**config.mk**
```make
export PLATFORM = sky130hd
export DESIGN_NAME = hazard_ctrl
export DESIGN_NICKNAME = d
export VERILOG_FILES = /design/src/rtl/hazard_ctrl_pkg.sv /design/src/rtl/hazard_ctrl_mul_stall_counter.sv /design/src/rtl/hazard_ctrl.sv
export SDC_FILE = /design/constraint.sdc
export NUM_CORES = 1
export LEC_CHECK = 0
export ABC_AREA = 0
export CAP_MARGIN = 40
export CORE_AREA = 3 3 40 42
export CTS_CLUSTER_SIZE = 24
export DETAILED_ROUTE_END_ITERATION = 7
export DIE_AREA = 0 0 43 45
export SLEW_MARGIN = 20
export SYNTH_ARGS = -nofsm -noshare
export SYNTH_HDL_FRONTEND = slang
export SYNTH_SLANG_ARGS = --single-unit
```
**constraint.sdc**
```tcl
create_clock -name clk_i -period 4.1 [get_ports clk_i]
set_clock_uncertainty 0.2 [all_clocks]
set_input_delay 1.23 -clock clk_i [delete_from_list [all_inputs] [get_ports clk_i]]
set_output_delay 1.23 -clock clk_i [all_outputs]
set_load 0.005 [all_outputs]
```
**src/rtl/hazard_ctrl_pkg.sv**
```systemverilog
// hazard_ctrl_pkg: shared pipeline definitions (opcodes, ALU ops, hazard FSM states, stall controls).
package hazard_ctrl_pkg;
    localparam logic [5:0] OP_RTYPE = 6'h00;
    localparam logic [5:0] OP_J     = 6'h02;
    localparam logic [5:0] OP_BEQ   = 6'h04;
    localparam logic [5:0] OP_LW    = 6'h23;
    localparam logic [5:0] OP_SW    = 6'h2b;
    localparam logic [3:0] ALU_AND  = 4'h0;
    localparam logic [3:0] ALU_OR   = 4'h1;
    localparam logic [3:0] ALU_ADD  = 4'h2;
    localparam logic [3:0] ALU_SUB  = 4'h6;
    localparam logic [3:0] ALU_SLT  = 4'h7;
    localparam logic [3:0] ALU_MUL  = 4'h8;
    typedef enum logic [1:0] {
        ST_RUN  = 2'b00,
        ST_MUL  = 2'b01,
        ST_MEMW = 2'b10
    } hz_state_t;
    typedef struct packed {
        logic pc_we;
        logic ifid_we;
        logic idex_we;
        logic exmem_we;
        logic ifid_flush;
        logic idex_bubble;
        logic exmem_bubble;
    } hz_ctrl_t;
    localparam hz_ctrl_t CTRL_RUN  = 7'b1111_000;
    localparam hz_ctrl_t CTRL_HOLD = 7'b0000_000;
    localparam hz_ctrl_t CTRL_MUL  = 7'b0001_001;
    localparam hz_ctrl_t CTRL_LU   = 7'b0011_010;
    localparam hz_ctrl_t CTRL_BR   = 7'b1111_100;
    localparam hz_ctrl_t CTRL_RST  = 7'b0000_111;
    // r0 is hardwired to zero, so a load targeting it never creates a dependency
    function automatic logic load_use(input logic memread, input logic [4:0] ex_rt,
                                      input logic [4:0] rs, input logic [4:0] rt);
        return memread && (ex_rt != 5'd0) && (ex_rt == rs || ex_rt == rt);
    endfunction
endpackage

```
**src/rtl/hazard_ctrl_mul_stall_counter.sv**
```systemverilog
// mul_stall_counter: loadable down-counter timing a multi-cycle MUL; o_last flags the final cycle.
module mul_stall_counter (
    input  logic       clk_i,
    input  logic       rst_i,
    input  logic       i_load,
    input  logic [3:0] i_load_val,
    input  logic       i_dec,
    output logic       o_last
);
    logic [3:0] r_cnt;
    always_ff @(posedge clk_i) begin
        if (rst_i) r_cnt <= 4'd0;
        else if (i_load) r_cnt <= i_load_val;
        else if (i_dec && r_cnt != 4'd0) r_cnt <= r_cnt - 4'd1;
    end
    assign o_last = (r_cnt == 4'd1);
endmodule

```
**src/rtl/hazard_ctrl.sv**
```systemverilog
// hazard_ctrl: pipeline stall/flush controller (memory wait, multi-cycle MUL, load-use, branch flush).
// Define MUL_MULTICYCLE_EN to hold EX for MUL_CYCLES cycles on a MUL; otherwise MUL is single-cycle.
module hazard_ctrl
    import hazard_ctrl_pkg::*;
#(
    parameter int MUL_CYCLES = 4
) (
    input  logic       clk_i,
    input  logic       rst_i,
    input  logic [4:0] ID_rs_i,
    input  logic [4:0] ID_rt_i,
    input  logic       ID_branch_taken_i,
    input  logic       EX_memread_i,
    input  logic [4:0] EX_rt_i,
    input  logic       EX_mul_i,
    input  logic       MEM_req_i,
    input  logic       MEM_ack_i,
    output logic       PC_we_o,
    output logic       IFID_we_o,
    output logic       IDEX_we_o,
    output logic       EXMEM_we_o,
    output logic       IFID_flush_o,
    output logic       IDEX_bubble_o,
    output logic       EXMEM_bubble_o,
    output logic [1:0] state_o
);
    hz_state_t r_state, w_next;
    hz_ctrl_t  w_ctrl;
    logic      w_mem_wait, w_load_use, w_mul_go, w_mul_last;
    assign w_mem_wait = MEM_req_i && !MEM_ack_i;
    assign w_load_use = load_use(EX_memread_i, EX_rt_i, ID_rs_i, ID_rt_i);
`ifdef MUL_MULTICYCLE_EN
    logic r_mul_done, w_mul_load;
    // mul_done blocks the just-finished MUL, still visible in EX for one RUN cycle, from retriggering
    assign w_mul_go   = EX_mul_i && !r_mul_done;
    assign w_mul_load = (r_state == ST_RUN) && !w_mem_wait && w_mul_go;
    mul_stall_counter u_mul_cnt (
        .clk_i      (clk_i),
        .rst_i      (rst_i),
        .i_load     (w_mul_load),
        .i_load_val (4'(MUL_CYCLES - 1)),
        .i_dec      (r_state == ST_MUL),
        .o_last     (w_mul_last)
    );
    always_ff @(posedge clk_i) begin
        if (rst_i) r_mul_done <= 1'b0;
        else if (r_state == ST_MUL && w_mul_last) r_mul_done <= 1'b1;
        else if (r_state == ST_RUN) r_mul_done <= 1'b0;
    end
`else
    logic w_unused;
    assign w_unused   = EX_mul_i ^ (MUL_CYCLES == 0);
    assign w_mul_go   = 1'b0;
    assign w_mul_last = 1'b0;
`endif
    always_ff @(posedge clk_i) begin
        if (rst_i) r_state <= ST_RUN;
        else r_state <= w_next;
    end
    always_comb begin
        w_next = r_state;
        w_ctrl = CTRL_RUN;
        case (r_state)
            ST_RUN: begin
                if (w_mem_wait) begin
                    w_ctrl = CTRL_HOLD;
                    w_next = ST_MEMW;
                end else if (w_mul_go) begin
                    w_ctrl = CTRL_MUL;
                    w_next = ST_MUL;
                end else if (w_load_use) begin
                    w_ctrl = CTRL_LU;
                end else if (ID_branch_taken_i) begin
                    w_ctrl = CTRL_BR;
                end
            end
            ST_MUL: begin
                if (w_mul_last) w_next = ST_RUN;
                else w_ctrl = CTRL_MUL;
            end
            ST_MEMW: begin
                if (MEM_ack_i || !MEM_req_i) w_next = ST_RUN;
                else w_ctrl = CTRL_HOLD;
            end
            default: w_next = ST_RUN;
        endcase
        if (rst_i) w_ctrl = CTRL_RST;
    end
    assign PC_we_o        = w_ctrl.pc_we;
    assign IFID_we_o      = w_ctrl.ifid_we;
    assign IDEX_we_o      = w_ctrl.idex_we;
    assign EXMEM_we_o     = w_ctrl.exmem_we;
    assign IFID_flush_o   = w_ctrl.ifid_flush;
    assign IDEX_bubble_o  = w_ctrl.idex_bubble;
    assign EXMEM_bubble_o = w_ctrl.exmem_bubble;
    assign state_o        = rst_i ? ST_RUN : r_state;
endmodule

```
* Word level (Yosys, flattened, before mapping)
Cells that the tools add are included.
** Operators by class
- Equality and inequality tests :: 6
- Mux-type cells :: 10
- Bitwise gates (word level) :: 1
- Reductions and logical operators :: 10
** Operators by type and width (number)
- 7-bit two-way mux :: 4
- 7-bit case mux with 3 select lines :: 1
- 5-bit equality test :: 2
- 2-bit two-way mux :: 3
- 2-bit case mux with 3 select lines :: 1
- 5-bit nonzero test :: 1
- 2-bit != test (second input constant) :: 2
- 1-bit logical AND :: 3
- 3-bit two-way mux :: 1
- 3-bit AND reduction :: 1
- 2-bit by 1-bit equality test with 1-bit output (second input constant) :: 1
- 2-bit equality test (second input constant) :: 1
- 1-bit zero test :: 2
- 2-bit zero test :: 1
- 1-bit logical OR :: 2
- 1-bit NOT :: 1
** Storage, ports and cells
- Flip-flop bits (word level) :: 2
- Bits of input ports :: 22
- Output and inout port bits :: 9
- Word-level logic and storage cells :: 28

* Logic depth before layout (Yosys ltp)
- Depth after elaboration :: 7
- Depth in mapped cells :: 6
- Depth with buffers taken out :: 5

* Worst setup path after synthesis
OpenSTA, ideal clock, no wires.
- Path kind :: input-to-output
- Start :: input EX_rt_i[1]
- End :: output PC_we_o
- Arrival :: 2.416 ns
- Data required time :: 2.670 ns
- Path slack :: 0.254 ns
- Stages on the path :: 5
- Path buffers :: 1
- Cell sequence :: or4_1 -> o21ai_2 -> inv_2 -> a311oi_2 -> buf_4
** On the way
- Word-level cells in the longest chain between the ends :: 7
- Elaborated cells on any way between the ends :: 10
- Classes of those cells :: 2 x eq/ne; 4 x mux; 4 x reduce/logical
** Ends and longest elaborated chain
- from (decl) :: RTL line hazard_ctrl.sv:14 : input logic [4:0] EX_rt_i,
- 5-bit equality test / 5-bit nonzero test (equally long branches) :: RTL line hazard_ctrl_pkg.sv:37 : return memread && (ex_rt != 5'd0) && (ex_rt == rs || ex_rt == rt);
- 1-bit logical OR / 1-bit logical AND (equally long branches) :: RTL line hazard_ctrl_pkg.sv:37
- 1-bit logical AND (*) :: RTL line hazard_ctrl_pkg.sv:37
- 7-bit two-way mux (*) :: RTL line hazard_ctrl.sv:71 : end else if (w_load_use) begin
- 7-bit two-way mux (*) :: RTL line hazard_ctrl.sv:65 : if (w_mem_wait) begin
- 7-bit case mux with 3 select lines (*) :: RTL line hazard_ctrl.sv:63 : case (r_state)
- 7-bit two-way mux (*) :: RTL line hazard_ctrl.sv:87 : if (rst_i) w_ctrl = CTRL_RST;
- to (decl) :: RTL line hazard_ctrl.sv:18 : output logic PC_we_o,
Every way passes the cells marked *; elsewhere a longest branch is shown, timed or not.

* Final worst setup path
- Start :: input EX_rt_i[4]
- End :: output PC_we_o
Same word-level chain as after synthesis.

==> PnR_summary.wiki <==
{| class="wikitable"
! Metric !! Value
|-
| Core ar. || 0.00128 sq mm
|-
| Clock network fraction of total power || 0%
|-
| Share of the yosys chip area belonging to registers || 6.93%
|-
| Hold slack || 0.362 ns
|-
| Starting Density || 22.5%
|-
| Family with the most delay on the worst path || simple AND/OR/NAND/NOR gates
|-
| Final period util || 97.7%
|-
| Wire length per cell after detailed routing || 8.99 um
|-
| Net count, final || 97
|-
| Total wire length after detailed routing || 773 um
|-
| Number of design rule violations left after detail routing || 0
|-
| Wire length of the first global-routing pass || 1170 um
|-
| Buffers and inverters on the worst path || 3
|-
| Top-area cell type share of the netlist area || 33.3%
|-
| Critical path data required time || 2.67 ns
|-
| Startpoint type of the worst setup path || input port
|-
| Max VDD drop || 71.8 uV
|-
| Highest clock frequency the design can meet || 0.250 GHz
|-
| 1st-iter DRT viols || 3
|-
| Count of warnings emitted by yosys || 0
|-
| Unique masters post-synth || 17
|-
| Final weighted congestion of routability-driven global placement || 0.748
|-
| Clk slew on worst S/H paths || 0 ns
|-
| Area added between synthesis and finish || 116%
|-
| Max FO, Critical Path || 2
|-
| Total grt overflow || 0
|-
| Filler cell count in the final layout || 129
|-
| Netlist area before placement || 289 sq um
|-
| Worst endpoint data arrival time || 2.58 ns
|-
| Number of buffers inserted by post-CTS setup repair || 0
|-
| Post-layout min period || 4.01 ns
|-
| Total die area || 0.00194 sq mm
|-
| Register share of total power || 17.1%
|-
| Vias in the first global route || 303
|-
| Drt first pass iters || 2
|-
| Overall power || 0.120 mW
|-
| Number of storage elements in the synthesis netlist || 1
|-
| DIE WIDTH || 43 um
|-
| Synthesized area divided by synthesized cell count || 7.23 sq um
|-
| Util after Layout || 48.6%
|-
| Leading registers by flop count || r_state x1
|-
| Number of placement rows || 13
|-
| Antenna violations before repair || 0
|-
| HP Class || reg -> reg
|-
| Aggregate negative setup slack || 0 ns
|-
| Number of instances in the synthesized netlist || 40
|-
| Ordered list of cells on the worst path || clkdlybuf4s15_1 > or4_4 > o21ai_4 > inv_2 > a311oi_2 > buf_2
|-
| Max-cap check violation count || 0
|-
| Status || finished clean
|-
| Net switching component of the power || 0.0441 mW
|-
| Reg with most FFs || r_state
|-
| Number of antenna repair diodes || 0
|-
| Worst stage delay on the critical path || 0.55 ns
|-
| Internal power || 0.0760 mW
|-
| Final slew viol count || 0
|-
| Combinational group share of total power || 82.9%
|-
| Global-route total usage across every layer || 7.46%
|-
| Via-to-Cell Ratio || 4.19
|-
| Number of flip-flops under the largest register name || 1
|-
| Boundary pin count || 31
|-
| CP max stage cell || sky130_fd_sc_hd__or4_4
|-
| Buffers on Ports || 28
|-
| Static Leakage || 0.270 nW
|-
| Die extent in y || 45 um
|-
| Clk Latency, worst-skew pair || 0 ns
|-
| Net switching fraction of the power || 36.7%
|-
| Detailed-placement wirelength estimate || 734 um
|-
| DRT antenna net count || 0
|-
| Cell area power density || 192 mW/mm^2
|-
| Most area-hungry cell type in the Yosys netlist || sky130_fd_sc_hd__xnor2_1
|-
| Total nets after synthesis || 64
|-
| # setup viols final || 0
|-
| Most area-consuming cells after synthesis || sky130_fd_sc_hd__xnor2_1, sky130_fd_sc_hd__buf_4, sky130_fd_sc_hd__ha_1
|-
| Share of cells above drive strength 1 || 23.9%
|-
| Largest net degree at the start of global routing || 6
|-
| Kind of critical path || in -> out
|-
| Number of vias after detailed routing || 360
|-
| Crit end category || output port
|-
| Final number of hold-violating endpoints || 0
|}
layer usage:
layer | track usage [%] | part of all wire [%] | vias to the layer above
li1 | - | - | 190
met5 | 0 | 0 | -
met2 | 15.3 | 49 | 23
met1 | 9.29 | 38 | 147
met4 | 0 | 0 | 0
met3 | 0 | 13 | 0
Yosys cell counts:
cell	number
sky130_fd_sc_hd__a31o_1	1
sky130_fd_sc_hd__nand2_1	2
sky130_fd_sc_hd__o21ai_2	1
sky130_fd_sc_hd__nor2_1	6
sky130_fd_sc_hd__conb_1	1
sky130_fd_sc_hd__o22ai_1	1
sky130_fd_sc_hd__inv_2	1
sky130_fd_sc_hd__xnor2_1	11
sky130_fd_sc_hd__nor2b_1	1
sky130_fd_sc_hd__a311oi_2	1
sky130_fd_sc_hd__dfxtp_1	1
sky130_fd_sc_hd__or4_1	1
sky130_fd_sc_hd__ha_1	2
sky130_fd_sc_hd__nand3_1	2
sky130_fd_sc_hd__a21oi_1	2
sky130_fd_sc_hd__buf_4	4
sky130_fd_sc_hd__inv_1	2
what timing repair did:
item                                    4_1_cts  5_1_grt
cloned                                        0        0
pin swaps                                     4        3
resized for setup                            22        6
hold buffers                                  0        0
endpoints found under the setup margin        6        5
layout make-up:
class	count	area (sq um)	area share, %
sequential	1	20.0	3.21
tap	15	18.8	3.01
inverter	3	11.3	1.80
multi-input combinational	32	253	40.5
timing repair buffer	35	322	51.5
worst paths after layout:
check / startpoint / end / slack (ns) / cells after the start
worst max-delay path: EX_rt_i[4] / PC_we_o / 0.09 / 6
worst min-delay path: r_state[1] / r_state[1] / 0.36 / 2
worst max register to register: r_state[1] / r_state[1] / 2.82 / 4
worst min register to register: r_state[1] / r_state[1] / 0.36 / 2
power groups by stage:
stage	Combinational, mW	Clock, mW	Sequential, mW
2_1_floorplan	0.0532	0	0.0197
3_3_place_gp	0.103	0	0.0207
3_5_place_dp	0.105	0	0.0208
4_1_cts	0.101	0	0.0207
5_1_grt	0.111	0	0.0216
6_report	0.0995	0	0.0206
kinds of logic after synthesis:
| logic type | share of synthesized area [%] |
|---|---|
| AND/OR/NAND/NOR | 18.6 |
| AO/OA/AOI/OAI | 16.9 |
| flip-flops | 6.93 |
| buffers and inverters | 14.3 |
| adder cells (fa/ha/maj) | 8.66 |
| XOR/XNOR | 33.3 |
| other | 1.30 |
tightest hold or removal path: cells and delay by family, from the launching register on:
family | cells | cell delay [ns]
AND/OR/NAND/NOR | 1 | 0.04
XOR/XNOR | 1 | 0.15
flip-flops | 1 | 0.32
per-stage QoR:
step	area (sq um)	setup slack, ns	instances
6_report	624	0.0942	86
5_1_grt	624	-0.000125	86
4_1_cts	603	0.00461	86
3_5_place_dp	611	-0.562	86
3_3_place_gp	611	-0.556	86
2_1_floorplan	289	0.254	40
cell usage in the layout, fill, tap and decap left out, drive strengths merged, types with 2 or more instances in the layout:
| cell type | netlist | routed |
|---|---|---|
| nand3 | 2 | 2 |
| clkdlybuf4s15 | 0 | 3 |
| ha | 2 | 2 |
| buf | 4 | 10 |
| a21oi | 2 | 2 |
| nand2 | 2 | 2 |
| dlymetal6s2s | 0 | 2 |
| inv | 3 | 3 |
| xnor2 | 11 | 11 |
| clkdlybuf4s50 | 0 | 18 |
| nor2 | 6 | 6 |
| dlygate4sd2 | 0 | 2 |
(Power assumes the default switching activity.)
